===== src/rtl/lsu_pkg.sv =====
// Shared definitions for the load/store unit: funct3 codes, FSM states and
// request-decode helpers.
package lsu_pkg;

  localparam logic [2:0] F3_B  = 3'b000;
  localparam logic [2:0] F3_H  = 3'b001;
  localparam logic [2:0] F3_W  = 3'b010;
  localparam logic [2:0] F3_BU = 3'b100;
  localparam logic [2:0] F3_HU = 3'b101;

  typedef enum logic [1:0] {
    ST_IDLE   = 2'd0,
    ST_ACCESS = 2'd1,
    ST_RESP   = 2'd2
  } lsu_state_t;

  function automatic logic is_legal_f3(input logic we, input logic [2:0] f3);
    logic legal;
    if (we) begin
      legal = (f3 == F3_B) || (f3 == F3_H) || (f3 == F3_W);
    end else begin
      legal = (f3 == F3_B) || (f3 == F3_H) || (f3 == F3_W) ||
              (f3 == F3_BU) || (f3 == F3_HU);
    end
    return legal;
  endfunction

  // Only meaningful for legal funct3 codes; callers gate with is_legal_f3.
  function automatic logic is_misaligned(input logic [2:0] f3, input logic [1:0] addr_lo);
    logic mis;
    case (f3)
      F3_H, F3_HU: mis = addr_lo[0];
      F3_W:        mis = (addr_lo != 2'b00);
      default:     mis = 1'b0;
    endcase
    return mis;
  endfunction

endpackage


===== src/rtl/lsu_align.sv =====
// Byte-lane steering for the LSU: store lane enables/replication and load
// extraction with sign or zero extension. Purely combinational.
module lsu_align
  import lsu_pkg::*;
(
  input  logic        i_we,
  input  logic [2:0]  i_funct3,
  input  logic [1:0]  i_addr_lo,
  input  logic [31:0] i_wdata,
  input  logic [31:0] i_mem_dataout,
  output logic [3:0]  o_byte_sel,
  output logic [31:0] o_mem_datain,
  output logic [31:0] o_load_data
);

  logic [31:0] w_shifted;

  always_comb begin
    o_byte_sel   = 4'b0000;
    o_mem_datain = 32'h0;
    if (i_we) begin
      case (i_funct3)
        F3_B: begin
          o_byte_sel   = 4'b0001 << i_addr_lo;
          o_mem_datain = {4{i_wdata[7:0]}};
        end
        F3_H: begin
          o_byte_sel   = i_addr_lo[1] ? 4'b1100 : 4'b0011;
          o_mem_datain = {2{i_wdata[15:0]}};
        end
        F3_W: begin
          o_byte_sel   = 4'b1111;
          o_mem_datain = i_wdata;
        end
        default: begin
          o_byte_sel   = 4'b0000;
          o_mem_datain = 32'h0;
        end
      endcase
    end else begin
      // Loads fetch the whole word; lane selection happens on the way back.
      o_byte_sel = 4'b1111;
    end
  end

  assign w_shifted = i_mem_dataout >> {i_addr_lo, 3'b000};

  always_comb begin
    case (i_funct3)
      F3_B:    o_load_data = {{24{w_shifted[7]}}, w_shifted[7:0]};
      F3_H:    o_load_data = {{16{w_shifted[15]}}, w_shifted[15:0]};
      F3_W:    o_load_data = i_mem_dataout;
      F3_BU:   o_load_data = {24'h0, w_shifted[7:0]};
      F3_HU:   o_load_data = {16'h0, w_shifted[15:0]};
      default: o_load_data = 32'h0;
    endcase
  end

endmodule


===== src/rtl/load_store_unit.sv =====
// Load/store unit: accepts one byte-addressed request, performs a single
// word access on the data memory and returns an extended response.
module load_store_unit
  import lsu_pkg::*;
#(
  parameter int MEM_WORDS = 1024
) (
  input  logic        i_clk,
  input  logic        i_reset,
  input  logic        i_req_valid,
  output logic        o_req_ready,
  input  logic        i_req_we,
  input  logic [2:0]  i_req_funct3,
  input  logic [31:0] i_req_addr,
  input  logic [31:0] i_req_wdata,
  output logic        o_resp_valid,
  output logic [31:0] o_resp_rdata,
  output logic        o_resp_misaligned,
  output logic        o_resp_fault,
  output logic [31:0] o_mem_addr,
  output logic [31:0] o_mem_datain,
  output logic        o_mem_wen,
  output logic        o_mem_ren,
  output logic [3:0]  o_mem_byte_sel,
  input  logic [31:0] i_mem_dataout
);

  lsu_state_t  r_state, w_next_state;

  logic        r_we;
  logic [2:0]  r_funct3;
  logic [1:0]  r_addr_lo;
  logic        r_resp_valid;
  logic [31:0] r_resp_rdata;
  logic        r_resp_misaligned;
  logic        r_resp_fault;
  logic [31:0] r_mem_addr;
  logic [31:0] r_mem_datain;
  logic        r_mem_wen;
  logic        r_mem_ren;
  logic [3:0]  r_mem_byte_sel;

  logic        w_accept;
  logic        w_capture;
  logic        w_legal;
  logic        w_misaligned;
  logic        w_range_fault;
  logic        w_fault;
  logic        w_error;
  logic [31:0] w_word_idx;
  logic [2:0]  w_align_f3;
  logic [1:0]  w_align_lo;
  logic [3:0]  w_byte_sel;
  logic [31:0] w_store_data;
  logic [31:0] w_load_data;

  assign w_word_idx    = {2'b00, i_req_addr[31:2]};
  assign w_legal       = is_legal_f3(i_req_we, i_req_funct3);
  assign w_misaligned  = w_legal && is_misaligned(i_req_funct3, i_req_addr[1:0]);
  assign w_range_fault = (w_word_idx >= 32'(MEM_WORDS));
  assign w_fault       = !w_legal || w_range_fault;
  assign w_error       = w_misaligned || w_fault;

  // The aligner sees the live request in IDLE (store steering) and the
  // registered request in ACCESS (load extraction).
  lsu_align u_align (
    .i_we          (i_req_we),
    .i_funct3      (w_align_f3),
    .i_addr_lo     (w_align_lo),
    .i_wdata       (i_req_wdata),
    .i_mem_dataout (i_mem_dataout),
    .o_byte_sel    (w_byte_sel),
    .o_mem_datain  (w_store_data),
    .o_load_data   (w_load_data)
  );

  always_ff @(posedge i_clk or posedge i_reset) begin
    if (i_reset) r_state <= ST_IDLE;
    else         r_state <= w_next_state;
  end

  always_comb begin
    w_next_state = r_state;
    case (r_state)
      ST_IDLE:   if (w_accept) w_next_state = w_error ? ST_RESP : ST_ACCESS;
      ST_ACCESS: w_next_state = ST_RESP;
      ST_RESP:   w_next_state = ST_IDLE;
      default:   w_next_state = ST_IDLE;
    endcase
  end

  always_comb begin
    o_req_ready = (r_state == ST_IDLE) && !i_reset;
    w_accept    = o_req_ready && i_req_valid;
    w_capture   = (r_state == ST_ACCESS);
    w_align_f3  = w_capture ? r_funct3  : i_req_funct3;
    w_align_lo  = w_capture ? r_addr_lo : i_req_addr[1:0];
  end

  // Response and enables default low each cycle so they pulse for one cycle.
  always_ff @(posedge i_clk or posedge i_reset) begin
    if (i_reset) begin
      r_we              <= 1'b0;
      r_funct3          <= 3'b000;
      r_addr_lo         <= 2'b00;
      r_resp_valid      <= 1'b0;
      r_resp_rdata      <= 32'h0;
      r_resp_misaligned <= 1'b0;
      r_resp_fault      <= 1'b0;
      r_mem_addr        <= 32'h0;
      r_mem_datain      <= 32'h0;
      r_mem_wen         <= 1'b0;
      r_mem_ren         <= 1'b0;
      r_mem_byte_sel    <= 4'b0000;
    end else begin
      r_resp_valid      <= 1'b0;
      r_resp_rdata      <= 32'h0;
      r_resp_misaligned <= 1'b0;
      r_resp_fault      <= 1'b0;
      r_mem_wen         <= 1'b0;
      r_mem_ren         <= 1'b0;
      if (w_accept) begin
        r_we           <= i_req_we;
        r_funct3       <= i_req_funct3;
        r_addr_lo      <= i_req_addr[1:0];
        r_mem_addr     <= w_word_idx;
        r_mem_datain   <= w_store_data;
        r_mem_byte_sel <= w_byte_sel;
        if (w_error) begin
          r_resp_valid      <= 1'b1;
          r_resp_misaligned <= w_misaligned;
          r_resp_fault      <= w_fault;
        end else begin
          r_mem_wen <= i_req_we;
          r_mem_ren <= !i_req_we;
        end
      end
      if (w_capture) begin
        r_resp_valid <= 1'b1;
        r_resp_rdata <= r_we ? 32'h0 : w_load_data;
      end
    end
  end

  assign o_resp_valid      = r_resp_valid;
  assign o_resp_rdata      = r_resp_rdata;
  assign o_resp_misaligned = r_resp_misaligned;
  assign o_resp_fault      = r_resp_fault;
  assign o_mem_addr        = r_mem_addr;
  assign o_mem_datain      = r_mem_datain;
  assign o_mem_wen         = r_mem_wen;
  assign o_mem_ren         = r_mem_ren;
  assign o_mem_byte_sel    = r_mem_byte_sel;

endmodule


===== config.mk =====
export PLATFORM = sky130hd
export DESIGN_NAME = load_store_unit
export DESIGN_NICKNAME = d
export VERILOG_FILES = /design/src/rtl/lsu_pkg.sv /design/src/rtl/lsu_align.sv /design/src/rtl/load_store_unit.sv
export SDC_FILE = /design/constraint.sdc
export NUM_CORES = 1
export LEC_CHECK = 0
export CAP_MARGIN = 0
export CORE_UTILIZATION = 47
export CTS_CLUSTER_SIZE = 20
export DETAILED_ROUTE_END_ITERATION = 8
export PLACE_DENSITY = 0.86
export SYNTH_ARGS = -nofsm -noshare
export SYNTH_HDL_FRONTEND = slang
export SYNTH_SLANG_ARGS = --single-unit

===== constraint.sdc =====
create_clock -name i_clk -period 9.7 [get_ports i_clk]
set_input_delay 2.91 -clock i_clk [delete_from_list [all_inputs] [get_ports i_clk]]
set_output_delay 2.91 -clock i_clk [all_outputs]
set_load 0.01 [all_outputs]

# Word level (Yosys, flattened, before mapping)
# Cells that the tools add are included.
[op_classes] muxes=26 n_eq_ne=10 magnitude_cmp=1 n_shift=2 reduce_logical=17
[op_table] operator="32-bit one-hot mux with 5 select lines" n=1
[op_table] operator="32-bit 2-to-1 mux" n=3
[op_table] operator="32-bit one-hot mux with 3 select lines" n=1
[op_table] operator="32-bit by 5-bit >> shifter with 16-bit output" n=1
[op_table] operator="30-bit by 11-bit greater-or-equal comparator with 1-bit output, second input constant" n=1
[op_table] operator="3-bit equality test, second input constant" n=4
[op_table] operator="1-bit 2-to-1 mux" n=12
[op_table] operator="4-bit one-hot mux with 3 select lines" n=1
[op_table] operator="4-bit 2-to-1 mux" n=2
[op_table] operator="3-bit by 1-bit equality test with 1-bit output, second input constant" n=2
[op_table] operator="3-bit by 2-bit equality test with 1-bit output, second input constant" n=2
[op_table] operator="3-bit zero test" n=2
[op_table] operator="1-bit logical OR" n=6
[op_table] operator="2-bit 2-to-1 mux" n=3
[op_table] operator="2-bit one-hot mux with 2 select lines" n=1
[op_table] operator="1-bit by 2-bit << shifter with 4-bit output, first input constant" n=1
[op_table] operator="1-bit logical AND" n=3
[op_table] operator="1-bit zero test" n=3
[op_table] operator="3-bit 2-to-1 mux" n=1
[op_table] operator="2-bit by 1-bit equality test with 1-bit output, second input constant" n=1
[op_table] operator="2-bit zero test" n=1
[op_table] operator="2-bit inequality test, second input constant" n=1
[op_table] operator="1-bit one-hot mux with 2 select lines" n=1
[op_table] operator="2-bit nonzero test" n=1
[op_table] operator="2-bit OR reduction" n=1
[word_totals] wordCells=69 register_bits=111

# Depth between registers and ports, before layout
[logic_depth] ltp_word=12 ltp_mapped=8 depth_no_buf=5

# Modules after synthesis
# Synthesis repeated with hierarchy kept, for this count alone.
[hier_totals] cells_unflattened=653 hier_area_um2=5476.5
[modules_own_cells] mod="load_store_unit" n_inst=1 cells_each=426 seq_area_each_um2=2777.7 area_each_um2=4144.0
[modules_own_cells] mod="lsu_align" n_inst=1 cells_each=227 seq_area_each_um2=0.0 area_each_um2=1332.5

# Worst setup path before layout
# No wires, ideal clock.
[synth_path] path_kind="input port to output port" from="in i_reset" to="out o_req_ready" path_stages=1 n_path_buf=0 path_slack_ps=3574 arrival_ps=3216 path_cell_list="nor3_1"
[synth_via] elab_chain_cells=2
[synth_lines] element="start, declared" line_no="load_store_unit.sv:9" rtl="input logic i_reset,"
[synth_lines] element="1-bit zero test (no source line)"
[synth_lines] element="1-bit logical AND" line_no="load_store_unit.sv:93" rtl="o_req_ready = (r_state == ST_IDLE) && !i_reset;"
[synth_lines] element="end, declared" line_no="load_store_unit.sv:11" rtl="output logic o_req_ready,"
# No other way between the ends.

# Worst setup path after layout
# Ends and elaborated chain as after synthesis.

==> metrics.md <==
| Metric | Value |
|---|---|
| Setup Viol. Count Final | `0` |
| Fin. Hold Viols | `0` |
| Drt drc | `0` |
| Placer Congestion | `0.856` |
| CTS tree | `built` |
| Post-synth EDFFs | `0` |
| Width of the die | `108 um` |
| Critical path startpoint category | `input port` |
| Final global-route overflow total | `0` |
| Yosys reg bits | `111` |
| Ys async rst share | `1.00` |
| Synthesized cell area | `5310 um^2` |
| Total die area | `11700 um^2` |
| Netlist cell types | `53` |
| First-pass iteration count of the detailed router | `5` |
| Total number of vias | `5158` |
| Status | `finished clean` |
| Most frequent cells in the layout | `206 x clkdlybuf4s50_1, 169 x nand2_1, 111 x dfrtp_1` |
| Area Growth Syn to Fin | `45.4%` |
| Post-cts resize count | `0` |
| H-tree depth | `3` |
| Ratio of cells with drive above 1 in the final layout | `0.0641` |
| Final net count | `863` |
| Vias in the first global route | `5181` |
| PD cells | `142 nW/um^2` |
| Headroom to the max-slew limit | `0.239` |
| Crit share post-route | `0.741` |
| Final wirelength | `16500 um` |
| Final count of pins violating max slew | `0` |
| DP Area | `7440 um^2` |
| Cells on worst reg2reg path | `6` |
| Hold/Removal Path Class | `flip-flop to flip-flop` |
| Critical R2R Launch | `r_state[1]` |
| WS Path Type | `input port to primary output` |
| Final Critical Period | `7.19 ns` |
| Clock Tree Root | `clkbuf_16` |
| First-pass GRT wire length | `26100 um` |
| Hold path depth | `2` |
| Static Leakage | `0.00344 uW` |
| Max-cap viol count | `0` |
| Clock transition at path regs | `0.07 ns` |
| CP endpoint kind | `primary output` |
| Setup TNS Final | `0 ns` |
| Clock skew | `0.0121 ns` |
| Boundary pin count | `209` |
| R2R setup slack | `6.67 ns` |
| Filler cells | `830` |
| Measured slew at the worst slew-check pin | `1.11 ns` |
| Post-DP HPWL | `11800 um` |
| Clock Tree Buf Depth | `2` |
| CTS Hold Buffers Added | `0` |
| Post CTS Setup Buffer Count | `0` |
| GR Util All Layers | `0.289` |
| Sequential area share after synthesis | `0.523` |
| DRT iter0 DRCs | `328` |
| Starting Density | `0.486` |
| Initial antenna violation count | `0` |
| Critical Path RT | `6.79 ns` |
| Maximum clock rate | `0.139 GHz` |
| Worst skew pair latency | `0.34 ns` |
| Routed len/inst | `18.2 um` |
| Worst vdd ir | `0.0933 mV` |
| Syn_area_per_cell | `9.32 um^2` |
| Min-delay src | `o_mem_addr[6]` |
| Hold path endpoint | `o_mem_addr[6]` |
| Post-synthesis cell count | `570` |
| Core ar. | `10900 um^2` |
| Commonest non-fill, non-tap cell in the layout | `clkdlybuf4s50_1` |
| RSZ-0062 raised after global routing | `false` |
| Worst reg2reg endpoint | `o_resp_rdata[11]` |
| Vias per Instance | `5.70` |
| Largest net degree at the start of global routing | `69` |
| Design Area, Final | `7720 um^2` |
| Ant. Diodes | `0` |
| Arr. time, crit path | `4.28 ns` |
| Predominant post-synthesis flop cell | `dfrtp_1` |
| Port bufs | `206` |
| Die Ht | `108 um` |
| Sink Count | `111` |
| Yosys warnings | `0` |
| CP Max Fanout | `3` |
| Antenna viol nets, final | `0` |
| Num rows | `38` |
| TritonCTS Buffers | `9` |
[cell type report]
type	count	area, um^2	area share
clock buffers	11	243	0.0314
inverters	12	47.5	0.00615
multi-input cells	412	2320	0.300
repair buffers	214	2120	0.275
flip-flops and latches	111	2780	0.360
well taps	140	175	0.0227
clock inverters	5	38.8	0.00502
[power breakdown]
part / internal (uW) / switching [uW] / total (uW)
clock network: 184 / 168 / 352
logic: 120 / 110 / 230
registers: 496 / 21.8 / 518
total: 800 / 300 / 1100
[critical path, stage by stage]
cell and delay [ns]:
clkdlybuf4s50_1 0.49, nor3_1 0.27, clkdlybuf4s50_1 0.61
[cells in the mapped netlist (3+ instances only)]
| cell type | count | share of area |
|---|---|---|
| a211o_1 | 13 | 0.021 |
| a211oi_1 | 9 | 0.013 |
| a21oi_1 | 19 | 0.018 |
| a221o_1 | 5 | 0.0094 |
| a22o_1 | 9 | 0.015 |
| a22oi_1 | 18 | 0.025 |
| a31oi_1 | 7 | 0.0082 |
| buf_2 | 10 | 0.0094 |
| buf_4 | 6 | 0.0085 |
| clkbuf_1 | 18 | 0.013 |
| dfrtp_1 | 111 | 0.52 |
| inv_1 | 12 | 0.0085 |
| mux2_2 | 8 | 0.017 |
| mux2i_1 | 6 | 0.011 |
| nand2_1 | 170 | 0.12 |
| nand2b_1 | 6 | 0.0071 |
| nand3_1 | 22 | 0.021 |
| nor2_1 | 25 | 0.018 |
| nor2b_1 | 8 | 0.0094 |
| nor3_1 | 3 | 0.0028 |
| nor4_1 | 5 | 0.0059 |
| o2111ai_1 | 7 | 0.012 |
| o21ai_0 | 25 | 0.024 |
| o22ai_1 | 3 | 0.0035 |
| or2b_1 | 7 | 0.0099 |
| or3_1 | 5 | 0.0059 |
[how the worst max path moves through the flow]
stage	cells after the start	startpoint	slack, ns	endpoint
final	3	i_reset	2.51	o_req_ready
after floorplan	1	i_reset	3.57	o_req_ready
after detailed placement	3	i_reset	2.53	o_req_ready
after global placement	3	i_reset	2.54	o_req_ready
after CTS	3	i_reset	2.51	o_req_ready
after global routing	3	i_reset	2.48	o_req_ready
[sequential cells by signal, indices dropped and copies added (netlist names)]
signal / cells
o_mem_datain: 32
r_we: 1
o_mem_wen: 1
o_mem_addr: 30
o_mem_ren: 1
r_addr_lo: 2
r_state: 2
r_funct3: 3
o_mem_byte_sel: 4
o_resp_rdata: 32
o_resp_misaligned: 1
o_resp_fault: 1
o_resp_valid: 1
[routing by layer]
metal / global-route usage / up-vias / wire, um
met5: 0 / - / 0
met4: 0.123 / 0 / 419
met3: 0.0808 / 35 / 1510
met2: 0.474 / 273 / 8140
met1: 0.360 / 2497 / 6430
li1: - / 2353 / -
[cell families after synthesis]
logic type / share of synthesized area
AOI/OAI and AO/OA: 0.176
buffers and inverters: 0.0433
DFF: 0.523
muxes: 0.0325
other: 0.000706
and+or+nand+nor: 0.224
[metrics by stage]
stage           util  hold WS (ns)  setup WS [ns]  total power (uW)  cells
3_5_place_dp   0.681         0.461           2.53               755    889
6_report       0.706         0.474           2.51              1100    905
3_3_place_gp   0.681         0.457           2.54               748    889
4_1_cts        0.706         0.479           2.51              1110    905
5_1_grt        0.706         0.501           2.48              1150    905
2_1_floorplan      -         0.491           3.57               617    571
(Power assumes the default switching activity.)
